`config.mk`:
```
export PLATFORM = sky130hd
export DESIGN_NAME = hub75_row_receiver_flat
export DESIGN_NICKNAME = d
export VERILOG_FILES = /design/src/rtl/hub75_row_receiver_if.sv /design/src/rtl/hub75_row_receiver.sv /design/src/flat_wrapper.sv
export SDC_FILE = /design/constraint.sdc
export NUM_CORES = 2
export LEC_CHECK = 0
export BUFFER_PORTS_ARGS = -buffer_cell sky130_fd_sc_hd__buf_2
export CORE_ASPECT_RATIO = 1.75
export CORE_MARGIN = 4
export CORE_UTILIZATION = 40
export DETAILED_ROUTE_END_ITERATION = 16
export REMOVE_ABC_BUFFERS = 1
export SLEW_MARGIN = 5
export SYNTH_ARGS = -nofsm -noshare
export SYNTH_HDL_FRONTEND = slang
export SYNTH_SLANG_ARGS = --single-unit
```
`constraint.sdc`:
```
create_clock -name clk -period 6.1 [get_ports clk]
set_clock_uncertainty 0.05 [all_clocks]
set_input_delay 0.305 -clock clk [delete_from_list [all_inputs] [get_ports clk]]
set_output_delay 0.305 -clock clk [all_outputs]
set_load 0.1 [all_outputs]
```
`src/rtl/hub75_row_receiver_if.sv`:
```
// Pixel-beat stream from the HUB75 row receiver to its sink.
// The source drives valid/x/y/rgb; the sink drives ready.
interface hub75_row_receiver_if #(
  parameter int unsigned WIDTH     = 64,
  parameter int unsigned ADDR_BITS = 5
);
  localparam int unsigned X_BITS = $clog2(WIDTH);
  localparam int unsigned Y_BITS = ADDR_BITS + 1;

  logic              px_valid;
  logic              px_ready;
  logic [X_BITS-1:0] px_x;
  logic [Y_BITS-1:0] px_y;
  logic [2:0]        px_rgb;

  modport master (output px_valid, px_x, px_y, px_rgb, input px_ready);
  modport slave  (input px_valid, px_x, px_y, px_rgb, output px_ready);
endinterface

```
`src/rtl/hub75_row_receiver.sv`:
```
// HUB75 receive end: samples the panel pins, rebuilds each latched row pair
// and replays it as a valid/ready pixel stream (top half, then bottom half).
module hub75_row_receiver #(
  parameter int unsigned WIDTH       = 64,
  parameter int unsigned ADDR_BITS   = 5,
  parameter int unsigned SYNC_STAGES = 2
) (
  input  logic                  clk,
  input  logic                  reset,
  input  logic [2:0]            hub_rgb0,
  input  logic [2:0]            hub_rgb1,
  input  logic [ADDR_BITS-1:0]  hub_addr,
  input  logic                  hub_blank,
  input  logic                  hub_latch,
  input  logic                  hub_sclk,
  hub75_row_receiver_if.master  px,
  output logic                  row_done,
  output logic                  err_count,
  output logic                  err_overrun
);
  localparam int unsigned X_BITS    = $clog2(WIDTH);
  localparam int unsigned CNT_BITS  = X_BITS + 1;
  localparam int unsigned Y_BITS    = ADDR_BITS + 1;
  localparam int unsigned ADDR_LSB  = 6;
  localparam int unsigned SCLK_BIT  = ADDR_LSB + ADDR_BITS;
  localparam int unsigned LATCH_BIT = SCLK_BIT + 1;
  localparam int unsigned BLANK_BIT = LATCH_BIT + 1;
  localparam int unsigned PIN_BITS  = BLANK_BIT + 1;

  localparam logic [X_BITS-1:0]   X_LAST   = X_BITS'(WIDTH - 1);
  localparam logic [CNT_BITS-1:0] CNT_FULL = CNT_BITS'(WIDTH);

  typedef enum logic [1:0] {
    IDLE = 2'd0,
    TOP  = 2'd1,
    BOT  = 2'd2
  } state_t;

  logic [SYNC_STAGES-1:0][PIN_BITS-1:0] sync_q;
  logic [PIN_BITS-1:0]  pins;
  logic [PIN_BITS-1:0]  synced;
  logic                 sclk_hist;
  logic                 latch_hist;
  logic                 sclk_rise;
  logic                 latch_rise;
  logic [2:0]           rgb0_d;
  logic [2:0]           rgb1_d;
  logic [ADDR_BITS-1:0] addr_d;
  logic                 unused_blank;

  logic [WIDTH-1:0][2:0] sbuf0;
  logic [WIDTH-1:0][2:0] sbuf1;
  logic [WIDTH-1:0][2:0] hbuf0;
  logic [WIDTH-1:0][2:0] hbuf1;
  logic [CNT_BITS-1:0]   cnt;
  logic                  ovf;
  logic [ADDR_BITS-1:0]  row_addr;

  state_t              state;
  state_t              state_n;
  logic                accept;
  logic                valid_n;
  logic                done_n;
  logic [X_BITS-1:0]   x_n;
  logic [Y_BITS-1:0]   y_n;
  logic [2:0]          rgb_n;

  assign pins         = {hub_blank, hub_latch, hub_sclk, hub_addr, hub_rgb1, hub_rgb0};
  assign synced       = sync_q[SYNC_STAGES-1];
  assign unused_blank = synced[BLANK_BIT];
  assign accept       = px.px_valid && px.px_ready;

  // Synchroniser chain, edge history, and strobe-aligned data capture.
  // Data is registered alongside the edge pulse so both arrive together.
  always_ff @(posedge clk) begin
    if (reset) begin
      sync_q     <= '0;
      sclk_hist  <= 1'b0;
      latch_hist <= 1'b0;
      sclk_rise  <= 1'b0;
      latch_rise <= 1'b0;
      rgb0_d     <= '0;
      rgb1_d     <= '0;
      addr_d     <= '0;
    end else begin
      sync_q[0] <= pins;
      for (int unsigned i = 1; i < SYNC_STAGES; i++) begin
        sync_q[i] <= sync_q[i-1];
      end
      sclk_hist  <= synced[SCLK_BIT];
      latch_hist <= synced[LATCH_BIT];
      sclk_rise  <= synced[SCLK_BIT] & ~sclk_hist;
      latch_rise <= synced[LATCH_BIT] & ~latch_hist;
      rgb0_d     <= synced[2:0];
      rgb1_d     <= synced[5:3];
      addr_d     <= synced[ADDR_LSB +: ADDR_BITS];
    end
  end

  // Shift buffer fill, latch handoff to the hold buffer, and error pulses.
  always_ff @(posedge clk) begin
    if (reset) begin
      sbuf0       <= '0;
      sbuf1       <= '0;
      hbuf0       <= '0;
      hbuf1       <= '0;
      cnt         <= '0;
      ovf         <= 1'b0;
      row_addr    <= '0;
      err_count   <= 1'b0;
      err_overrun <= 1'b0;
    end else begin
      err_count   <= 1'b0;
      err_overrun <= 1'b0;
      if (latch_rise) begin
        err_count <= (cnt != CNT_FULL) || ovf;
        cnt       <= '0;
        ovf       <= 1'b0;
        sbuf0     <= '0;
        sbuf1     <= '0;
        if (state == IDLE) begin
          hbuf0    <= sbuf0;
          hbuf1    <= sbuf1;
          row_addr <= addr_d;
        end else begin
          err_overrun <= 1'b1;
        end
      end else if (sclk_rise) begin
        if (cnt != CNT_FULL) begin
          sbuf0[cnt[X_BITS-1:0]] <= rgb0_d;
          sbuf1[cnt[X_BITS-1:0]] <= rgb1_d;
          cnt                    <= cnt + CNT_BITS'(1);
        end else begin
          ovf <= 1'b1;
        end
      end
    end
  end

  // Drain FSM state and registered stream outputs.
  always_ff @(posedge clk) begin
    if (reset) begin
      state       <= IDLE;
      px.px_valid <= 1'b0;
      px.px_x     <= '0;
      px.px_y     <= '0;
      px.px_rgb   <= '0;
      row_done    <= 1'b0;
    end else begin
      state       <= state_n;
      px.px_valid <= valid_n;
      px.px_x     <= x_n;
      px.px_y     <= y_n;
      px.px_rgb   <= rgb_n;
      row_done    <= done_n;
    end
  end

  // Next state and next output values. TOP enters with valid low, giving a
  // one-cycle gap in which the freshly loaded hold buffer settles.
  always_comb begin
    state_n = state;
    valid_n = px.px_valid;
    x_n     = px.px_x;
    done_n  = 1'b0;
    case (state)
      IDLE: begin
        if (latch_rise) begin
          state_n = TOP;
          valid_n = 1'b0;
          x_n     = '0;
        end
      end
      TOP: begin
        if (!px.px_valid) begin
          valid_n = 1'b1;
          x_n     = '0;
        end else if (accept) begin
          x_n = px.px_x + X_BITS'(1);
          if (px.px_x == X_LAST) begin
            state_n = BOT;
          end
        end
      end
      BOT: begin
        if (accept) begin
          x_n = px.px_x + X_BITS'(1);
          if (px.px_x == X_LAST) begin
            state_n = IDLE;
            valid_n = 1'b0;
            done_n  = 1'b1;
          end
        end
      end
      default: begin
        state_n = IDLE;
        valid_n = 1'b0;
      end
    endcase
    y_n   = {state_n == BOT, row_addr};
    rgb_n = (state_n == BOT) ? hbuf1[x_n] : hbuf0[x_n];
  end
endmodule

```
`src/flat_wrapper.sv`:
```
// flat-port wrapper written by rule: the top's interface ports become plain ports
module hub75_row_receiver_flat 
#(
  parameter int unsigned WIDTH       = 64,
  parameter int unsigned ADDR_BITS   = 5,
  parameter int unsigned SYNC_STAGES = 2
)
  (clk, reset, hub_rgb0, hub_rgb1, hub_addr, hub_blank, hub_latch, hub_sclk, row_done, err_count, err_overrun, px_px_valid, px_px_x, px_px_y, px_px_rgb, px_px_ready);
  hub75_row_receiver_if #(.WIDTH(WIDTH), .ADDR_BITS(ADDR_BITS)) px_i ();
  input  logic clk;
  input  logic reset;
  input  logic [2:0] hub_rgb0;
  input  logic [2:0] hub_rgb1;
  input  logic [ADDR_BITS-1:0] hub_addr;
  input  logic hub_blank;
  input  logic hub_latch;
  input  logic hub_sclk;
  output logic row_done;
  output logic err_count;
  output logic err_overrun;
  output wire logic [$bits(px_i.px_valid)-1:0] px_px_valid;
  output wire logic [$bits(px_i.px_x)-1:0] px_px_x;
  output wire logic [$bits(px_i.px_y)-1:0] px_px_y;
  output wire logic [$bits(px_i.px_rgb)-1:0] px_px_rgb;
  input wire logic [$bits(px_i.px_ready)-1:0] px_px_ready;
  assign px_px_valid = px_i.px_valid;
  assign px_px_x = px_i.px_x;
  assign px_px_y = px_i.px_y;
  assign px_px_rgb = px_i.px_rgb;
  assign px_i.px_ready = px_px_ready;
  hub75_row_receiver #(.WIDTH(WIDTH), .ADDR_BITS(ADDR_BITS), .SYNC_STAGES(SYNC_STAGES)) u_core (.clk(clk), .reset(reset), .hub_rgb0(hub_rgb0), .hub_rgb1(hub_rgb1), .hub_addr(hub_addr), .hub_blank(hub_blank), .hub_latch(hub_latch), .hub_sclk(hub_sclk), .px(px_i), .row_done(row_done), .err_count(err_count), .err_overrun(err_overrun));
endmodule
```
==> impl_metrics.tcl <==
set metrics [dict create \
    cts_tree "yes" \
    max_cap_violations 0 \
    min_path_type "reg2reg" \
    leakage_nw 11.9 \
    p_switching_w 0.00236 \
    dp_hpwl_um 55300 \
    internal-power_w 0.00817 \
    vias 27200 \
    first_pass_iters 6 \
    syn_area_per_cell_sq_um 8.24 \
    p_clk_frac 0.452 \
    crit_start "u_core.px.px_x[1]$_SDFF_PP0_" \
    layout-drive-gt1-share 0.0670 \
    clk_pin_slew_worst_paths_ns 0.07 \
    drcViolationCount 0 \
    grt_util_all_layers 0.218 \
    end_kind "register" \
    synth_most_common_cell "nand2_1" \
    slew_headroom 0.196 \
    cts_buffers 74 \
    slew_viol_final 0 \
    cts_root_buf "clkbuf_16" \
    die-area_sq_um 87800 \
    hp-start "u_core.sclk_hist$_SDFF_PP0_" \
    r2r_start "u_core.px.px_x[1]$_SDFF_PP0_" \
    syn_to_final_growth_pct 9.85 \
    synth.area.top_cells "dfxtp_1 51%, nand2_1 13%, a21oi_1 8.9%, mux2i_1 8.4%, nor2_1 3.4%" \
    synth_top_family_by_area "simple AND/OR/NAND/NOR gates" \
    worstSetupStartpointType "register" \
    min_path_cells 1 \
    port_buffers 34 \
    yosysUniqueCellTypes 85 \
    critPathRequiredTime_ns 6.58 \
    synth_xor_area_frac 0.00158 \
    arrival_ns 4.57 \
    routed_via_density 5.45 \
    synth.top_cell.area_share 0.509 \
    finalSetupViolCount 0 \
    min_period_ns 4.09 \
    cts_sinks 843 \
    ff2ff_path_depth 9 \
    cp_slowest_cell "o22a_1" \
    async_flop_share 0 \
    gp_congestion 0.814 \
    post-route-period-util 0.670 \
    grt_overflow 0 \
    insertion_delay_ns 0.66 \
    rows 139 \
    synth_top_cell_by_area "dfxtp_1" \
    synthMuxAreaShare 0.102 \
    cpPeakStageDelay_ns 0.72 \
    yosys-top-cells-count "1158 x nand2_1, 843 x dfxtp_1, 592 x a21oi_1, 297 x nor2_1, 279 x mux2i_1" \
    grt_pass1_wl_um 152000 \
    final_util 0.444 \
    power_frac_seq 0.525 \
    synth_area_sq_um 33200 \
    synth_compound_area_frac 0.136 \
    worstSetupPathType "reg2reg" \
    ant_nets 0 \
    combPwrFrac 0.023 \
    power_w 0.0105 \
    seq_area_frac_synth 0.509 \
    syn_inst 4025 \
    synth-seq-cells 843 \
    status "finished clean" \
    fillers 8151 \
    synth-edff-count 0 \
    hold_viol 0 \
    fin_nets 3889 \
    yosys.area_share.simple 0.208 \
    crit_top_cell "a32oi_1" \
    drtIter0Drc 2197 \
    synthFlopType "dfxtp_1" \
    switching_share 0.224 \
    rsz0062_at_grt "false" \
    core_sq_um 82100 \
    htreeDepth 3 \
    die_w_um 226 \
    first_global_vias 25600 \
    max_freq_mhz 245 \
    synthAdderAreaFrac 0.00113 \
    start_util 0.404 \
    worst_slew_pin_slew_ns 1.20 \
    vdd_drop_max_v 0.000193 \
    wirelength_um 98500 \
    yosys_warnings 0 \
    ios 36 \
    die_h_um 389 \
    powerDensity_nw_per_um2 289 \
    wl_per_cell_um 19.8 \
    n_antenna_cell 0 \
    antenna_found_initial 1 \
    grt_max_degree 176 \
    clock_path_buffers 3 \
    path_max_fanout 13 \
    path_cells "ha_1 -> nand3_1 -> a32oi_1 -> o22a_1 -> nor2_2 -> a32oi_1 -> o211ai_1 -> a22o_1 -> or3_1" \
]
critical path, delay by kind of cell, from the launching register on:
kind	cells	cell delay (ns)
compound gates	5	2.17
simple gates	3	0.89
flops	1	0.56
fa+ha+maj	1	0.29
layout make-up:
type                       count  area [sq um]  share of cell area
sequential                   843         16900               0.464
multi-input combinational   2848         15000               0.410
clock buffer                 112          2220              0.0609
tap                         1057          1320              0.0363
timing repair buffer          95           798              0.0219
clock inverter                22           219             0.00601
inverter                       7          26.3            0.000721
worst paths after layout:
kind              slack (ns)                              to
hold reg to reg         0.31     u_core.sclk_rise$_SDFF_PP0_
setup reg to reg        2.01  u_core.px.px_rgb[2]$_SDFF_PP0_
setup / recovery        2.01  u_core.px.px_rgb[2]$_SDFF_PP0_
hold / removal          0.31     u_core.sclk_rise$_SDFF_PP0_
power groups by stage:
stage                     Combinational (W)  Clock (W)  Sequential, W
after global placement             0.000232          0        0.00566
final                              0.000238    0.00476        0.00553
after global routing               0.000253    0.00506        0.00553
after detailed placement           0.000231          0        0.00566
after CTS                          0.000238    0.00486        0.00553
after floorplan                   0.0000799          0        0.00566
layout by cell type, fill, tap and decap left out, drive strengths merged, types with 4 or more instances in the layout:
cell,n
buf,81
mux2i,279
o22ai,11
inv,9
o22a,6
o211ai,7
dlygate4sd3,14
o21ai,146
nor3b,4
dfxtp,843
nor2b,48
o2111ai,4
nor3,13
and3,8
a21oi,592
clkbuf,112
and2,8
clkinv,14
a32oi,9
nand2b,4
o221ai,4
a22oi,11
a31oi,22
clkinvlp,4
or3,5
nand3b,5
mux2,6
nand4,11
nor2,300
mux4,23
nand3,111
nand2,1159
flip-flops by register name (all words and copies together) (netlist names), 2 cells and up:
signal,cells
u_core.px.px_x,6
u_core.addr_d,5
u_core.px.px_y,6
u_core.cnt,7
u_core.rgb1_d,3
u_core.state,2
u_core.px.px_rgb,3
u_core.hbuf1,192
u_core.rgb0_d,3
u_core.sbuf1,192
u_core.sync_q,13
u_core.hbuf0,192
u_core.synced,13
u_core.row_addr,5
u_core.sbuf0,192
cells by family after synthesis:
| group | Yosys count |
|---|---|
| and+or+nand+nor | 1694 |
| DFF | 843 |
| AOI/OAI and AO/OA | 837 |
| buffers and inverters | 334 |
| muxes | 308 |
| xor gates and xnor gates | 6 |
| adders and majority gates | 3 |
layer usage:
layer,vias to the layer above,wire (um),track usage
met1,13200,40900,0.274
met4,0,3140,0.0796
met5,-,0,0
met3,167,4670,0.0289
met2,653,49900,0.382
li1,13100,-,-
metrics by stage:
stage	setup WS (ns)	std cells	area [sq um]	TNS, ns	hold WS (ns)
2_1_floorplan	-1.68	3698	31800	-535.75	0.317
3_3_place_gp	2.06	4836	33900	0	0.323
3_5_place_dp	2.00	4836	33900	0	0.324
4_1_cts	1.98	4984	36400	0	0.300
5_1_grt	1.76	4984	36400	0	0.351
6_report	2.01	4984	36400	0	0.312
timing repair:
action | in CTS | in global routing
resized for setup | 0 | 0
hold buffers | 14 | 0
buffers inserted | 0 | 0
setup endpoints to repair | 0 | 0
endpoints found under the hold margin | 46 | 0
(Power assumes the default switching activity.)
